[src/rtl/riscv_pkg.sv]
// Shared core types: M-extension opcode encoding and the MUL/DIV sequencing states
// used by the pipeline controller.
package riscv_pkg;

  typedef enum logic [3:0] {
    M_NONE   = 4'd0,
    M_MUL    = 4'd1,
    M_MULH   = 4'd2,
    M_MULHSU = 4'd3,
    M_MULHU  = 4'd4,
    M_DIV    = 4'd5,
    M_DIVU   = 4'd6,
    M_REM    = 4'd7,
    M_REMU   = 4'd8
  } mul_op_t;

  typedef enum logic {
    MD_IDLE = 1'b0,
    MD_BUSY = 1'b1
  } md_state_t;

endpackage

[src/rtl/pipeline_ctrl.sv]
// Hazard/sequencing controller for the 5-stage core: prioritised stall/flush generation,
// MUL/DIV start/track/timeout, and a saturating stall-cycle counter.
module pipeline_ctrl
  import riscv_pkg::*;
#(
  parameter int MD_TIMEOUT = 64,
  parameter int CNT_W      = 32
) (
  input  logic             clk,
  input  logic             rst_n,
  input  logic [4:0]       id_rs1_addr_i,
  input  logic [4:0]       id_rs2_addr_i,
  input  logic             id_uses_rs1_i,
  input  logic             id_uses_rs2_i,
  input  logic [4:0]       idex_rd_addr_i,
  input  logic             idex_mem_read_i,
  input  mul_op_t          idex_mul_op_i,
  input  logic             ex_redirect_i,
  input  logic             mem_busy_i,
  input  logic             trap_i,
  input  logic             md_done_i,
  output logic             md_start_o,
  output logic             md_abort_o,
  output logic             md_timeout_o,
  output logic             stall_pc_o,
  output logic             stall_ifid_o,
  output logic             flush_ifid_o,
  output logic             stall_idex_o,
  output logic             flush_idex_o,
  output logic             stall_exmem_o,
  output logic             flush_exmem_o,
  output logic [CNT_W-1:0] stall_cycles_o
);

  localparam int TW = (MD_TIMEOUT > 2) ? $clog2(MD_TIMEOUT) : 1;
  localparam logic [TW-1:0] TMO_LAST = TW'(MD_TIMEOUT - 1);

  md_state_t        md_state_q;
  logic [TW-1:0]    md_cnt_q;
  logic [CNT_W-1:0] stall_cycles_q;

  logic load_use;
  logic md_busy;
  logic md_start;
  logic md_tmo_hit;
  logic md_stall;

  always_comb begin
    md_busy    = (md_state_q == MD_BUSY);
    load_use   = idex_mem_read_i && (idex_rd_addr_i != 5'd0) &&
                 ((id_uses_rs1_i && (id_rs1_addr_i == idex_rd_addr_i)) ||
                  (id_uses_rs2_i && (id_rs2_addr_i == idex_rd_addr_i)));
    md_start   = rst_n && !md_busy && (idex_mul_op_i != M_NONE) && !mem_busy_i && !trap_i;
    md_tmo_hit = md_busy && !md_done_i && (md_cnt_q == TMO_LAST);
    // The timeout cycle itself releases the pipeline; the result is discarded downstream.
    md_stall   = md_start || (md_busy && !md_done_i && !md_tmo_hit);
  end

  always_comb begin
    md_start_o    = 1'b0;
    md_abort_o    = 1'b0;
    md_timeout_o  = 1'b0;
    stall_pc_o    = 1'b0;
    stall_ifid_o  = 1'b0;
    flush_ifid_o  = 1'b0;
    stall_idex_o  = 1'b0;
    flush_idex_o  = 1'b0;
    stall_exmem_o = 1'b0;
    flush_exmem_o = 1'b0;
    if (!rst_n) begin
      md_start_o = 1'b0;
    end else if (trap_i) begin
      flush_ifid_o  = 1'b1;
      flush_idex_o  = 1'b1;
      flush_exmem_o = 1'b1;
      md_abort_o    = md_busy;
    end else if (mem_busy_i) begin
      stall_pc_o    = 1'b1;
      stall_ifid_o  = 1'b1;
      stall_idex_o  = 1'b1;
      stall_exmem_o = 1'b1;
    end else begin
      md_start_o   = md_start;
      md_abort_o   = md_tmo_hit;
      md_timeout_o = md_tmo_hit;
      if (md_stall) begin
        stall_pc_o    = 1'b1;
        stall_ifid_o  = 1'b1;
        stall_idex_o  = 1'b1;
        flush_exmem_o = 1'b1;
      end else if (ex_redirect_i) begin
        flush_ifid_o = 1'b1;
        flush_idex_o = 1'b1;
      end else if (load_use) begin
        stall_pc_o   = 1'b1;
        stall_ifid_o = 1'b1;
        flush_idex_o = 1'b1;
      end
    end
  end

  // A D-side stall freezes the sequencer completely, including the timeout count.
  always_ff @(posedge clk or negedge rst_n) begin
    if (!rst_n) begin
      md_state_q <= MD_IDLE;
      md_cnt_q   <= '0;
    end else if (trap_i) begin
      md_state_q <= MD_IDLE;
      md_cnt_q   <= '0;
    end else if (!mem_busy_i) begin
      unique case (md_state_q)
        MD_IDLE: begin
          if (md_start) begin
            md_state_q <= MD_BUSY;
            md_cnt_q   <= '0;
          end
        end
        MD_BUSY: begin
          if (md_done_i || md_tmo_hit) begin
            md_state_q <= MD_IDLE;
            md_cnt_q   <= '0;
          end else begin
            md_cnt_q <= md_cnt_q + TW'(1);
          end
        end
        default: begin
          md_state_q <= MD_IDLE;
          md_cnt_q   <= '0;
        end
      endcase
    end
  end

  always_ff @(posedge clk or negedge rst_n) begin
    if (!rst_n) begin
      stall_cycles_q <= '0;
    end else if (stall_pc_o && (stall_cycles_q != {CNT_W{1'b1}})) begin
      stall_cycles_q <= stall_cycles_q + CNT_W'(1);
    end
  end

  assign stall_cycles_o = stall_cycles_q;

endmodule
[config.mk]
export PLATFORM = sky130hd
export DESIGN_NAME = pipeline_ctrl
export DESIGN_NICKNAME = d
export VERILOG_FILES = /design/src/rtl/riscv_pkg.sv /design/src/rtl/pipeline_ctrl.sv
export SDC_FILE = /design/constraint.sdc
export NUM_CORES = 1
export LEC_CHECK = 0
export BUFFER_PORTS_ARGS = -buffer_cell sky130_fd_sc_hd__buf_2
export CAP_MARGIN = 20
export CORE_MARGIN = 3
export CORE_UTILIZATION = 35
export DETAILED_ROUTE_END_ITERATION = 7
export GPL_TIMING_DRIVEN = 0
export PLACE_DENSITY = 0.68
export SYNTH_ARGS = -nofsm -noshare
export SYNTH_HDL_FRONTEND = slang
export SYNTH_SLANG_ARGS = --single-unit
[constraint.sdc]
create_clock -name clk -period 3.13 [get_ports clk]
set_clock_uncertainty 0.2 [all_clocks]
set_input_delay 0.313 -clock clk [delete_from_list [all_inputs] [get_ports clk]]
set_output_delay 0.313 -clock clk [all_outputs]
set_load 0.005 [all_outputs]
==> results of run 1 <==
[cells in the mapped netlist (all sizes together) (2+ instances only)]
| cell | count |
|---|---|
| dfrtp | 39 |
| xor2 | 26 |
| nand2 | 23 |
| nor3 | 22 |
| nand3 | 20 |
| xnor2 | 13 |
| nor2 | 11 |
| nor4 | 10 |
| o21ai | 9 |
| buf | 8 |
| nand4 | 6 |
| nor4b | 6 |
| and3 | 5 |
| inv | 5 |
| nor2b | 5 |
| nand2b | 4 |
| a21oi | 3 |
| mux2 | 3 |
| o31ai | 3 |
| or2 | 3 |
| and2 | 2 |
| ha | 2 |
| nor3b | 2 |
[power breakdown]
group          total [mW]  switching (mW)  internal (mW)
clock network       0.330           0.173          0.157
logic               0.244           0.117          0.127
registers           0.642          0.0813          0.561
[critical path, delay by kind of cell (launching register included)]
kind                     cells  cell delay, ns
buffers and inverters        4            0.59
adder cells (fa/ha/maj)      1            0.23
AO/OA/AOI/OAI                3            0.79
AND/OR/NAND/NOR              1            0.11
flip-flops                   1            0.41
[logic make-up (layout without fill, tap and decap cells)]
kind of cell / after synthesis / after routing / synth area share
muxes: 3 / 3 / 0.0165
xor gates and xnor gates: 39 / 39 / 0.150
buffers and inverters: 13 / 91 / 0.0307
and+or+nand+nor: 123 / 123 / 0.299
AOI/OAI and AO/OA: 21 / 21 / 0.0643
DFF: 39 / 39 / 0.428
adders and majority gates: 2 / 2 / 0.0110
[per-stage QoR]
| stage | cell area (um2) | utilization | hold WS [ns] | setup WS (ns) |
|---|---|---|---|---|
| 6_report | 2820 | 0.463 | 0.0819 | 0.192 |
| 5_1_grt | 2820 | 0.463 | 0.107 | 0.0495 |
| 4_1_cts | 2790 | 0.458 | 0.0237 | 0.172 |
| 3_5_place_dp | 2710 | 0.445 | 0.276 | 0.260 |
| 3_3_place_gp | 2710 | 0.445 | 0.277 | 0.283 |
| 2_1_floorplan | 2280 | - | -0.183 | 0.810 |
[per-layer routing]
layer  part of all wire  up-vias  GRT usage  routed length (um)
li1                   -     1005          -                   -
met3              0.049        9     0.0371                 262
met2               0.47       52      0.238                2510
met4              0.010        0     0.0382                  55
met1               0.47      954      0.197                2510
met5                  0        -          0                   0
[final cells by class]
type                    count  area, um2  area share
plain buffers               8       51.3      0.0182
clock buffers               7       76.3      0.0270
clock inverters             1       5.00     0.00177
inverters                   5       18.8     0.00665
multi-input cells         188       1230       0.436
flip-flops and latches     39        976       0.346
well taps                  75       93.8      0.0332
repair buffers             70        370       0.131
[registers in the layout, indices dropped and copies added (netlist names)]
signal,flops
md_busy,1
md_cnt_q,6
stall_cycles_o,32
[how the worst max path moves through the flow]
| stage | startpoint | end | slack, ns | cells after the start |
|---|---|---|---|---|
| CTS | md_cnt_q[0] | stall_pc_o | 0.17 | 9 |
| detailed placement | rst_n | stall_cycles_o[21] | 0.26 | 7 |
| global placement | rst_n | stall_cycles_o[21] | 0.28 | 7 |
| global route | md_cnt_q[0] | stall_pc_o | 0.05 | 9 |
| finish | md_cnt_q[0] | stall_pc_o | 0.19 | 9 |
| floorplan | md_cnt_q[0] | stall_pc_o | 0.81 | 8 |
==> Implementation_results.wiki, run 1 <==
{| class="wikitable"
! Metric !! Value
|-
| Run status || finished clean
|-
| Number of instances on the worst hold path || 2
|-
| Layout Cells excl Fill || 393
|-
| Number of antenna violations at the first check in global routing || 0
|-
| Type of the worst setup path || reg2out
|-
| Actual slew at the worst max-slew pin || 0.689 ns
|-
| Worst IR drop on VDD || 0.373 mV
|-
| Die Outline Area || 7510 um2
|-
| Violation count after the first detailed-routing iteration || 101
|-
| Post-Synthesis Net Count || 270
|-
| Max_slew headroom || 0.537
|-
| Worst reg-to-reg path cell count || 8
|-
| # diodes || 0
|-
| Maximum fanout along the worst path || 10
|-
| Pin count of the biggest net entering global routing || 48
|-
| Post-Syn Area || 2280 um2
|-
| Clk pin slew, worst setup/hold paths || 0.08 ns
|-
| Post-CTS setup buffer count || 0
|-
| Fmax achieved || 340 MHz
|-
| Most used cell along the critical path || sky130_fd_sc_hd__buf_2
|-
| Ordered list of cells on the worst path || ha_1 > nand3_1 > o211a_1 > o31a_1 > a21oi_4 > buf_2 > inv_1 > buf_4 > buf_2
|-
| Arrival time of the worst setup path || 2.43 ns
|-
| H-tree depth || 2
|-
| Post_cts resized || 0
|-
| GRT Util Overall || 0.147
|-
| Number of antenna-violating nets in the routed design || 0
|-
| Effective utilization at floorplan || 0.374
|-
| Remaining DRCs || 0
|-
| Static Leakage || 1.37 nW
|-
| Post-synth EDFFs || 0
|-
| DR vias || 2020
|-
| Max-slew violation total from the final report || 0
|-
| Buffers added on ports || 68
|-
| Count of synthesis-stage warnings from yosys || 0
|-
| Final hold viol count || 0
|-
| Global-route wire length before repair || 9000 um
|-
| Die boundary width || 86.7 um
|-
| Cell type of the slowest stage on the worst timing path || sky130_fd_sc_hd__dfrtp_1
|-
| FF-to-FF End || stall_cycles_o[8]
|-
| Share of layout cells above drive strength 1 || 0.302
|-
| Area growth from synthesis to final layout || 23.9%
|-
| TNS Setup || 0 ns
|-
| Hold Buf Count CTS || 0
|-
| Sequential share of the synthesized area || 0.428
|-
| Path type of the worst min-delay path || in2reg
|-
| Total wire length after detailed routing || 5340 um
|-
| Number of buffers inserted during clock tree synthesis || 5
|-
| Post-synth top area share || 0.428
|-
| Number of vias per cell || 5.14
|-
| Residual overflow from global routing || 0
|-
| Clock buffer depth || 2
|-
| RSZ-0062 raised after global routing || no
|-
| Number of nets in the layout || 347
|-
| Std cell rows || 28
|-
| Clock root cell || sky130_fd_sc_hd__clkbuf_8
|-
| Count of max-cap constraint violations || 0
|-
| Avg Inst Size Synth || 9.49 um2
|-
| Most frequent cells in the layout || sky130_fd_sc_hd__buf_2, sky130_fd_sc_hd__dfrtp_1, sky130_fd_sc_hd__xor2_1, sky130_fd_sc_hd__nand2_1, sky130_fd_sc_hd__nand3_1
|-
| Placed wire-length estimate || 4080 um
|-
| Worst skew pair latency || 0.29 ns
|-
| FFs w/ async S/R, synth || 1.00
|-
| Filler Cell Count || 620
|-
| Crit end category || primary output
|-
| Worst min-delay path startpoint || trap_i
|-
| Period Utilization, post-route || 0.939
|-
| Post-synthesis cell type count || 42
|-
| Stage delay of the slowest cell on the critical path || 0.41 ns
|-
| TritonRoute pass-1 iters || 4
|-
| Sinks on Clock Net || 39
|-
| Area of the core || 6100 um2
|-
| Placed insts || 383
|-
| Power density cells || 431 nW/um2
|-
| Startpoint of the worst register-to-register path || stall_cycles_o[0]
|-
| Weighted congestion reported at the end of routability-driven placement || 0.764
|-
| Crit start category || register
|-
| Number of standard cells after synthesis || 240
|-
| Minimum period implied by the final worst setup slack || 2.94 ns
|-
| Final routed wire length divided by cell count || 13.6 um
|-
| Via count of the first global-routing pass || 1976
|-
| FF-to-FF setup slack || 0.54 ns
|-
| Seq cells post-synth || 39
|-
| Y dimension of the die || 86.7 um
|-
| Count of final setup violators || 0
|-
| Cell accounting for the most synthesized area || sky130_fd_sc_hd__dfrtp_1
|-
| Ports placed on the boundary || 70
|-
| Commonest register cell after synthesis || sky130_fd_sc_hd__dfrtp_1
|-
| Critical Path RT || 2.62 ns
|-
| Top area cells in the synthesized netlist || sky130_fd_sc_hd__dfrtp_1, sky130_fd_sc_hd__xor2_1, sky130_fd_sc_hd__xnor2_1
|-
| Most frequent standard cell in the layout excluding fill and tap cells || sky130_fd_sc_hd__buf_2
|-
| Post-route total power || 1.22 mW
|-
| Hold path endpoint || md_busy
|-
| CTS tree || yes
|}
(Power assumes the default switching activity.)
==> inputs of run 2 (changes only) <==
ABC_AREA = 1   (was not set)
PLACE_DENSITY = 0.66   (was 0.68)
==> run 2 against run 1 <==
Effect of this change: global-route usage rose by 4.0 points; synthesized area is 26% higher; die area rose by 24%; non-clock buffer count grew 4; cell count grew 62%.
==> Implementation_results.wiki, run 2 <==
{| class="wikitable"
! Metric !! Value
|-
| Run status || finished clean
|-
| Count of synthesis-stage warnings from yosys || 0 (unchanged)
|-
| Post-synth top area share || 0.340 (-0.0885)
|-
| H-tree depth || 2 (unchanged)
|-
| Commonest register cell after synthesis || sky130_fd_sc_hd__dfrtp_1
|-
| Crit-path leading delay family || buffers and inverters
|-
| Worst Hold Margin || 0.185 ns (+0.103 ns)
|-
| Sinks on Clock Net || 39 (unchanged)
|-
| Number of antenna-violating nets in the routed design || 0 (unchanged)
|-
| Crit start category || input port
|-
| Post-synthesis cell type count || 24 (-43%)
|-
| Residual overflow from global routing || 0 (unchanged)
|-
| Total wire length after detailed routing || 8140 um (+53%)
|-
| FF-to-FF End || stall_cycles_o[27]
|-
| Number of nets in the layout || 563 (+62%)
|-
| Arrival time of the worst setup path || 2.34 ns (-0.09 ns)
|-
| Met3 Track Usage GR || 0.0310 (-0.00609)
|-
| Power density cells || 340 nW/um2 (-21%)
|-
| Fmax achieved || 350 MHz (+2.9%)
|-
| Worst skew pair latency || 0.30 ns (about the same)
|-
| Post-Synthesis Net Count || 485 (+80%)
|-
| Post-synth EDFFs || 0 (unchanged)
|-
| Most frequent cells in the layout || sky130_fd_sc_hd__nand2_1, sky130_fd_sc_hd__buf_2, sky130_fd_sc_hd__nand3_1, sky130_fd_sc_hd__nor2_1, sky130_fd_sc_hd__inv_1
|-
| Number of instances on the worst hold path || 4 (+2)
|-
| Multiplexer share of the synthesized area || 0 (-0.0165)
|-
| Max-slew violation total from the final report || 0 (unchanged)
|-
| Post-route total power || 1.19 mW (-2.3%)
|-
| Clock root cell || sky130_fd_sc_hd__clkbuf_8
|-
| Avg Inst Size Synth || 6.31 um2 (-34%)
|-
| TNS Setup || 0 ns (unchanged)
|-
| Share of layout cells above drive strength 1 || 0.174 (-0.128)
|-
| Clk pin slew, worst setup/hold paths || 0.08 ns (about the same)
|-
| Buffers added on ports || 69 (+1.5%)
|-
| Pin count of the biggest net entering global routing || 40 (-17%)
|-
| Top area cells in the synthesized netlist || sky130_fd_sc_hd__dfrtp_1, sky130_fd_sc_hd__nand2_1, sky130_fd_sc_hd__nand3_1
|-
| TritonRoute pass-1 iters || 5 (+1)
|-
| GRT met2 Usage || 0.306 (+0.0685)
|-
| Critical Path RT || 2.62 ns (about the same)
|-
| Number of antenna violations at the first check in global routing || 0 (unchanged)
|-
| Area growth from synthesis to final layout || 21.8%
|-
| Global-route wire length before repair || 13700 um (+52%)
|-
| Minimum period implied by the final worst setup slack || 2.86 ns (-0.0820 ns)
|-
| DR vias || 3096 (+53%)
|-
| Cell type of the slowest stage on the worst timing path || sky130_fd_sc_hd__dlygate4sd3_1
|-
| Most used standard cells in the synthesized netlist || sky130_fd_sc_hd__nand2_1, sky130_fd_sc_hd__nand3_1, sky130_fd_sc_hd__nor2_1
|-
| Worst reg-to-reg path cell count || 9 (+1)
|-
| Cell accounting for the most synthesized area || sky130_fd_sc_hd__dfrtp_1
|-
| GRT Util Overall || 0.187 (+0.0399)
|-
| Stage delay of the slowest cell on the critical path || 0.52 ns (+0.11 ns)
|-
| FFs w/ async S/R, synth || 1.00 (unchanged)
|-
| Hold path endpoint || md_cnt_q[1]
|-
| Startpoint of the worst register-to-register path || stall_cycles_o[0]
|-
| CTS tree || yes
|-
| Post-Syn Area || 2870 um2 (+26%)
|-
| Final hold viol count || 0 (unchanged)
|-
| Number of standard cells after synthesis || 455 (+90%)
|-
| Worst min-delay path startpoint || trap_i
|-
| Via count of the first global-routing pass || 2969 (+50%)
|-
| Remaining DRCs || 0 (unchanged)
|-
| Final routed wire length divided by cell count || 12.8 um (-5.7%)
|-
| Count of final setup violators || 0 (unchanged)
|-
| Static Leakage || 1.92 nW (+40%)
|-
| Post-synthesis share of cell area spent on xor and xnor gates || 0.0610 (-0.0889)
|-
| Period Utilization, post-route || 0.912 (-0.0262)
|-
| Path type of the worst min-delay path || in2reg
|-
| Type of the worst setup path || in2out
|-
| Die boundary width || 96.6 um (+11%)
|-
| Worst IR drop on VDD || 0.161 mV (-57%)
|-
| Effective utilization at floorplan || 0.366 (-0.00786)
|-
| Placed insts || 626 (+63%)
|-
| # diodes || 0 (unchanged)
|-
| Maximum fanout along the worst path || 11 (+1)
|-
| Dominant combinational cell family by area after synthesis || simple AND/OR/NAND/NOR gates
|-
| Number of vias per cell || 4.87 (-5.3%)
|-
| Worst Path Buf+Inv || 6 (+2)
|-
| Met1 usage || 0.255 (+0.0580)
|-
| Layout Cells excl Fill || 636 (+62%)
|-
| Die Outline Area || 9330 um2 (+24%)
|-
| Area of the core || 7850 um2 (+29%)
|-
| Max_slew headroom || 0.569 (+0.0314)
|-
| RSZ-0062 raised after global routing || no
|-
| Number of buffers inserted during clock tree synthesis || 5 (unchanged)
|-
| Count of max-cap constraint violations || 0 (unchanged)
|-
| Seq cells post-synth || 39 (unchanged)
|-
| Area fraction in and, or, nand and nor cells after synthesis || 0.489 (+0.190)
|-
| Violation count after the first detailed-routing iteration || 187 (+85%)
|-
| Post-Synth Adder-Cell Area || 0.00871 (-0.00227)
|-
| Ordered list of cells on the worst path || dlygate4sd3_1 > buf_4 > inv_1 > nor3_1 > nand3_1 > nand3_1 > nand2_1 > nand2_2 > buf_2 > buf_4 > buf_2
|-
| Post-CTS setup buffer count || 0 (unchanged)
|-
| Utilization after layout || 0.446 (-0.0176)
|-
| Most frequent standard cell in the layout excluding fill and tap cells || sky130_fd_sc_hd__nand2_1
|-
| Y dimension of the die || 96.6 um (+11%)
|-
| Max reg flops || 32 (unchanged)
|-
| Crit end category || primary output
|-
| Ports placed on the boundary || 70 (unchanged)
|-
| Std cell rows || 32 (+14%)
|-
| Placed wire-length estimate || 6410 um (+57%)
|-
| Library cell with the highest instance count after synthesis || sky130_fd_sc_hd__nand2_1
|-
| Clock buffer depth || 2 (unchanged)
|-
| Actual slew at the worst max-slew pin || 0.642 ns (-0.0467 ns)
|-
| Area fraction in compound gates after synthesis || 0.0209 (-0.0433)
|-
| Global-route layer with the greatest usage || met2
|-
| FF-to-FF setup slack || 0.71 ns (+0.17 ns)
|-
| Sequential share of the synthesized area || 0.340 (-0.0885)
|-
| Weighted congestion reported at the end of routability-driven placement || 0.936 (+22%)
|}
## run 2: where the power goes
part	leakage, nW	switching (mW)	internal (mW)
sequential	0.540	0.0364	0.523
clock	0.0612	0.185	0.258
combinational	1.32	0.109	0.0770
total	1.92	0.330	0.858
## run 2: worst max-delay path by stage
stage | endpoint | slack, ns | from | cells past startpoint
6_report | stall_pc_o | 0.27 | rst_n | 11
5_1_grt | stall_pc_o | 0.11 | rst_n | 11
4_1_cts | stall_pc_o | 0.15 | rst_n | 11
3_5_place_dp | stall_pc_o | -0.14 | rst_n | 10
3_3_place_gp | stall_pc_o | -0.08 | rst_n | 10
2_1_floorplan | stall_pc_o | 1.10 | md_cnt_q[0] | 10
## run 2: area by class of cell
type	count	area [um2]
Multi-Input combinational cell	363	1670
Fill cell	866	4350
Sequential cell	39	976
Inverter	42	158
Clock inverter	2	35.0
Clock buffer	6	82.6
Tap cell	102	128
Buffer	11	73.8
Timing Repair Buffer	71	378
## run 2: metrics by stage
step | area [um2] | setup WS [ns]
after CTS | 3490 | 0.151
after global routing | 3500 | 0.110
after global placement | 3340 | -0.0820
after floorplan | 2870 | 1.10
final | 3500 | 0.274
after detailed placement | 3340 | -0.143
## run 2: cell families after synthesis
logic type      after synthesis
flops                        39
fa+ha+maj                     2
xor+xnor                     20
compound gates               11
buf+inv                      53
simple gates                330
## run 2: worst reg2reg max path, delay by kind of cell (launching register included)
| kind | cells | cell delay (ns) |
|---|---|---|
| buffers and inverters | 1 | 0.25 |
| adders and majority gates | 1 | 0.33 |
| DFF | 1 | 0.48 |
| and+or+nand+nor | 7 | 1.06 |
## run 2: metal layers
layer  vias to the layer above  wire length, um
met4                         0              110
li1                       1593                -
met1                      1412             3790
met3                        10              330
met5                         -                0
met2                        81             3910
## run 2: what timing repair did
| action | in CTS | in global routing |
|---|---|---|
| setup endpoints to repair | 2 | 1 |
| hold buffers | 2 | 0 |
| endpoints found under the hold margin | 39 | 0 |
| pin swaps | 0 | 0 |
| resized for setup | 1 | 1 |
==> inputs of run 3 (changes only) <==
clock period = 3.21 ns   (was 3.13 ns; I/O delays follow)
==> run 3 against run 2 <==
Effect of this change: cell area barely moved; critical path depth did not move; register-to-register slack improved by 0.08 ns; hold slack improved by 0.0062 ns; largest cell class unchanged; sequential power fell by 2%; sequential share of layout area barely moved; highest routed layer unchanged; clock power fell by 2%; global-route usage did not move; worst setup slack got worse by 0.047 ns; critical endpoint unchanged; cell count did not move; die area did not move; via count fell by 0.36%.
==> Implementation_results.wiki, run 3 (synthesis gave the netlist of run 2 again) <==
{| class="wikitable"
! Metric !! Value
|-
| Worst IR drop on VDD || 0.157 mV (-2.2%)
|-
| Static Leakage || 1.92 nW (about the same)
|-
| Effective utilization at floorplan || 0.366 (unchanged)
|-
| GRT Util Overall || 0.187 (unchanged)
|-
| Total wire length after detailed routing || 8120 um (-0.21%)
|-
| Residual overflow from global routing || 0 (unchanged)
|-
| Die boundary width || 96.6 um (unchanged)
|-
| DR vias || 3085 (-0.36%)
|-
| Violation count after the first detailed-routing iteration || 193 (+3.2%)
|-
| Number of vias per cell || 4.85 (-0.36%)
|-
| TNS Setup || 0 ns (unchanged)
|-
| Global-route wire length before repair || 13700 um (unchanged)
|-
| # diodes || 0 (unchanged)
|-
| Clock buffer depth || 2 (unchanged)
|-
| Area of placed instances || 3340 um2 (unchanged)
|-
| Utilization after layout || 0.445 (about the same)
|-
| Remaining DRCs || 0 (unchanged)
|-
| TritonRoute pass-1 iters || 5 (unchanged)
|-
| Post-CTS setup buffer count || 0 (unchanged)
|-
| Cell type of the slowest stage on the worst timing path || sky130_fd_sc_hd__dlygate4sd3_1
|-
| Final hold viol count || 0 (unchanged)
|-
| Pin count of the biggest net entering global routing || 40 (unchanged)
|-
| Crit-path leading delay family || buffers and inverters
|-
| Worst Path Buf+Inv || 6 (unchanged)
|-
| Critical Path RT || 2.69 ns (+0.07 ns)
|-
| Run status || finished clean
|-
| Number of antenna-violating nets in the routed design || 0 (unchanged)
|-
| Crit start category || input port
|-
| CTS tree || yes
|-
| Max-slew violation total from the final report || 0 (unchanged)
|-
| Area of the core || 7850 um2 (unchanged)
|-
| RSZ-0062 raised after global routing || no
|-
| Finished Cell Area || 3490 um2 (about the same)
|-
| Y dimension of the die || 96.6 um (unchanged)
|-
| Filler Cell Count || 865 (-0.12%)
|-
| Most frequent cells in the layout || sky130_fd_sc_hd__nand2_1, sky130_fd_sc_hd__buf_2, sky130_fd_sc_hd__nand3_1, sky130_fd_sc_hd__nor2_1, sky130_fd_sc_hd__inv_1
|-
| Final routed wire length divided by cell count || 12.8 um (-0.21%)
|-
| Die Outline Area || 9330 um2 (unchanged)
|-
| Arrival time of the worst setup path || 2.46 ns (+0.12 ns)
|-
| Stage delay of the slowest cell on the critical path || 0.52 ns (about the same)
|-
| Clock root cell || sky130_fd_sc_hd__clkbuf_8
|-
| Std cell rows || 32 (unchanged)
|-
| Count of max-cap constraint violations || 0 (unchanged)
|-
| Count of final setup violators || 0 (unchanged)
|-
| Buffers added on ports || 69 (unchanged)
|-
| Ordered list of cells on the worst path || dlygate4sd3_1 > buf_4 > inv_1 > nor3_1 > nand3_1 > nand3_1 > nand2_1 > nand2_1 > buf_2 > buf_4 > buf_2
|-
| Share of layout cells above drive strength 1 || 0.172 (-0.00187)
|-
| Number of nets in the layout || 563 (unchanged)
|-
| Crit end category || primary output
|-
| H-tree depth || 2 (unchanged)
|-
| Sinks on Clock Net || 39 (unchanged)
|-
| Power density cells || 332 nW/um2 (-2.4%)
|-
| Path type of the worst min-delay path || in2reg
|-
| Ports placed on the boundary || 70 (unchanged)
|-
| Placed wire-length estimate || 6410 um (unchanged)
|-
| Max reg flops || 32 (unchanged)
|-
| Area growth from synthesis to final layout || 21.7% (about the same)
|-
| Max_slew headroom || 0.569 (about the same)
|-
| Period Utilization, post-route || 0.929
|-
| Number of buffers inserted during clock tree synthesis || 5 (unchanged)
|-
| Worst skew pair latency || 0.30 ns (about the same)
|-
| Via count of the first global-routing pass || 2969 (unchanged)
|-
| Actual slew at the worst max-slew pin || 0.642 ns (-0.0000193 ns)
|-
| Weighted congestion reported at the end of routability-driven placement || 0.936 (unchanged)
|-
| Minimum period implied by the final worst setup slack || 2.98 ns
|-
| Clk pin slew, worst setup/hold paths || 0.08 ns (about the same)
|-
| Maximum fanout along the worst path || 11 (unchanged)
|-
| Fmax achieved || 335 MHz
|-
| Most frequent standard cell in the layout excluding fill and tap cells || sky130_fd_sc_hd__nand2_1
|-
| Type of the worst setup path || in2out
|-
| Number of antenna violations at the first check in global routing || 0 (unchanged)
|-
| Worst Hold Margin || 0.191 ns (+0.00623 ns)
|}
run 3: cell counts in the layout (fill, tap and decap cells not counted):
Identical to the previous run, type by type.
run 3: worst paths after layout:
kind	from	end	slack, ns	cells past startpoint
max	rst_n	stall_pc_o	0.23	11
min	trap_i	md_cnt_q[1]	0.19	4
max reg2reg	stall_cycles_o[0]	stall_cycles_o[27]	0.79	9
min reg2reg	stall_cycles_o[16]	stall_cycles_o[16]	0.33	2
max in group asynchronous	rst_n	stall_cycles_o[10]	2.25	3
min in group asynchronous	rst_n	stall_cycles_o[30]	0.37	3
run 3: power breakdown:
| part | switching [mW] | internal (mW) |
|---|---|---|
| Sequential | 0.0355 | 0.510 |
| Clock | 0.181 | 0.252 |
| Combinational | 0.106 | 0.0749 |
| Total | 0.322 | 0.837 |
run 3: final cells by class:
type	instances	area, um2	share of cell area
clock buffers	6	82.6	0.0236
well taps	102	128	0.0365
repair buffers	71	378	0.108
inverters	42	158	0.0451
multi-input cells	363	1660	0.476
plain buffers	11	73.8	0.0211
flip-flops and latches	39	976	0.279
clock inverters	2	35.0	0.0100
run 3: routing by layer:
layer | global-route usage | vias up | share of wire
met5 | 0 | - | 0
met4 | 0.0514 | 0 | 0.015
met3 | 0.0310 | 10 | 0.042
met2 | 0.306 | 82 | 0.48
met1 | 0.255 | 1398 | 0.46
li1 | - | 1595 | -
run 3: per-stage QoR:
stage | instances | power (mW) | setup slack, ns
6_report | 636 | 1.16 | 0.227
3_3_place_gp | 626 | 0.726 | -0.0180
2_1_floorplan | 455 | 0.645 | 1.17
4_1_cts | 636 | 1.17 | 0.215
5_1_grt | 636 | 1.22 | 0.0546
3_5_place_dp | 626 | 0.734 | -0.0790
run 3: what timing repair did:
item / 4_1_cts / 5_1_grt
endpoints found under the setup margin: 1 / 0
resized for setup: 1 / 0
hold endpoints to repair: 39 / 0
hold buffers: 2 / 0
run 3: worst min-delay path, cell delays in order:
cell and delay (ns):
sky130_fd_sc_hd__buf_2 0.13, sky130_fd_sc_hd__a21oi_1 0.07, sky130_fd_sc_hd__nand3_1 0.08, sky130_fd_sc_hd__nand2_1 0.05
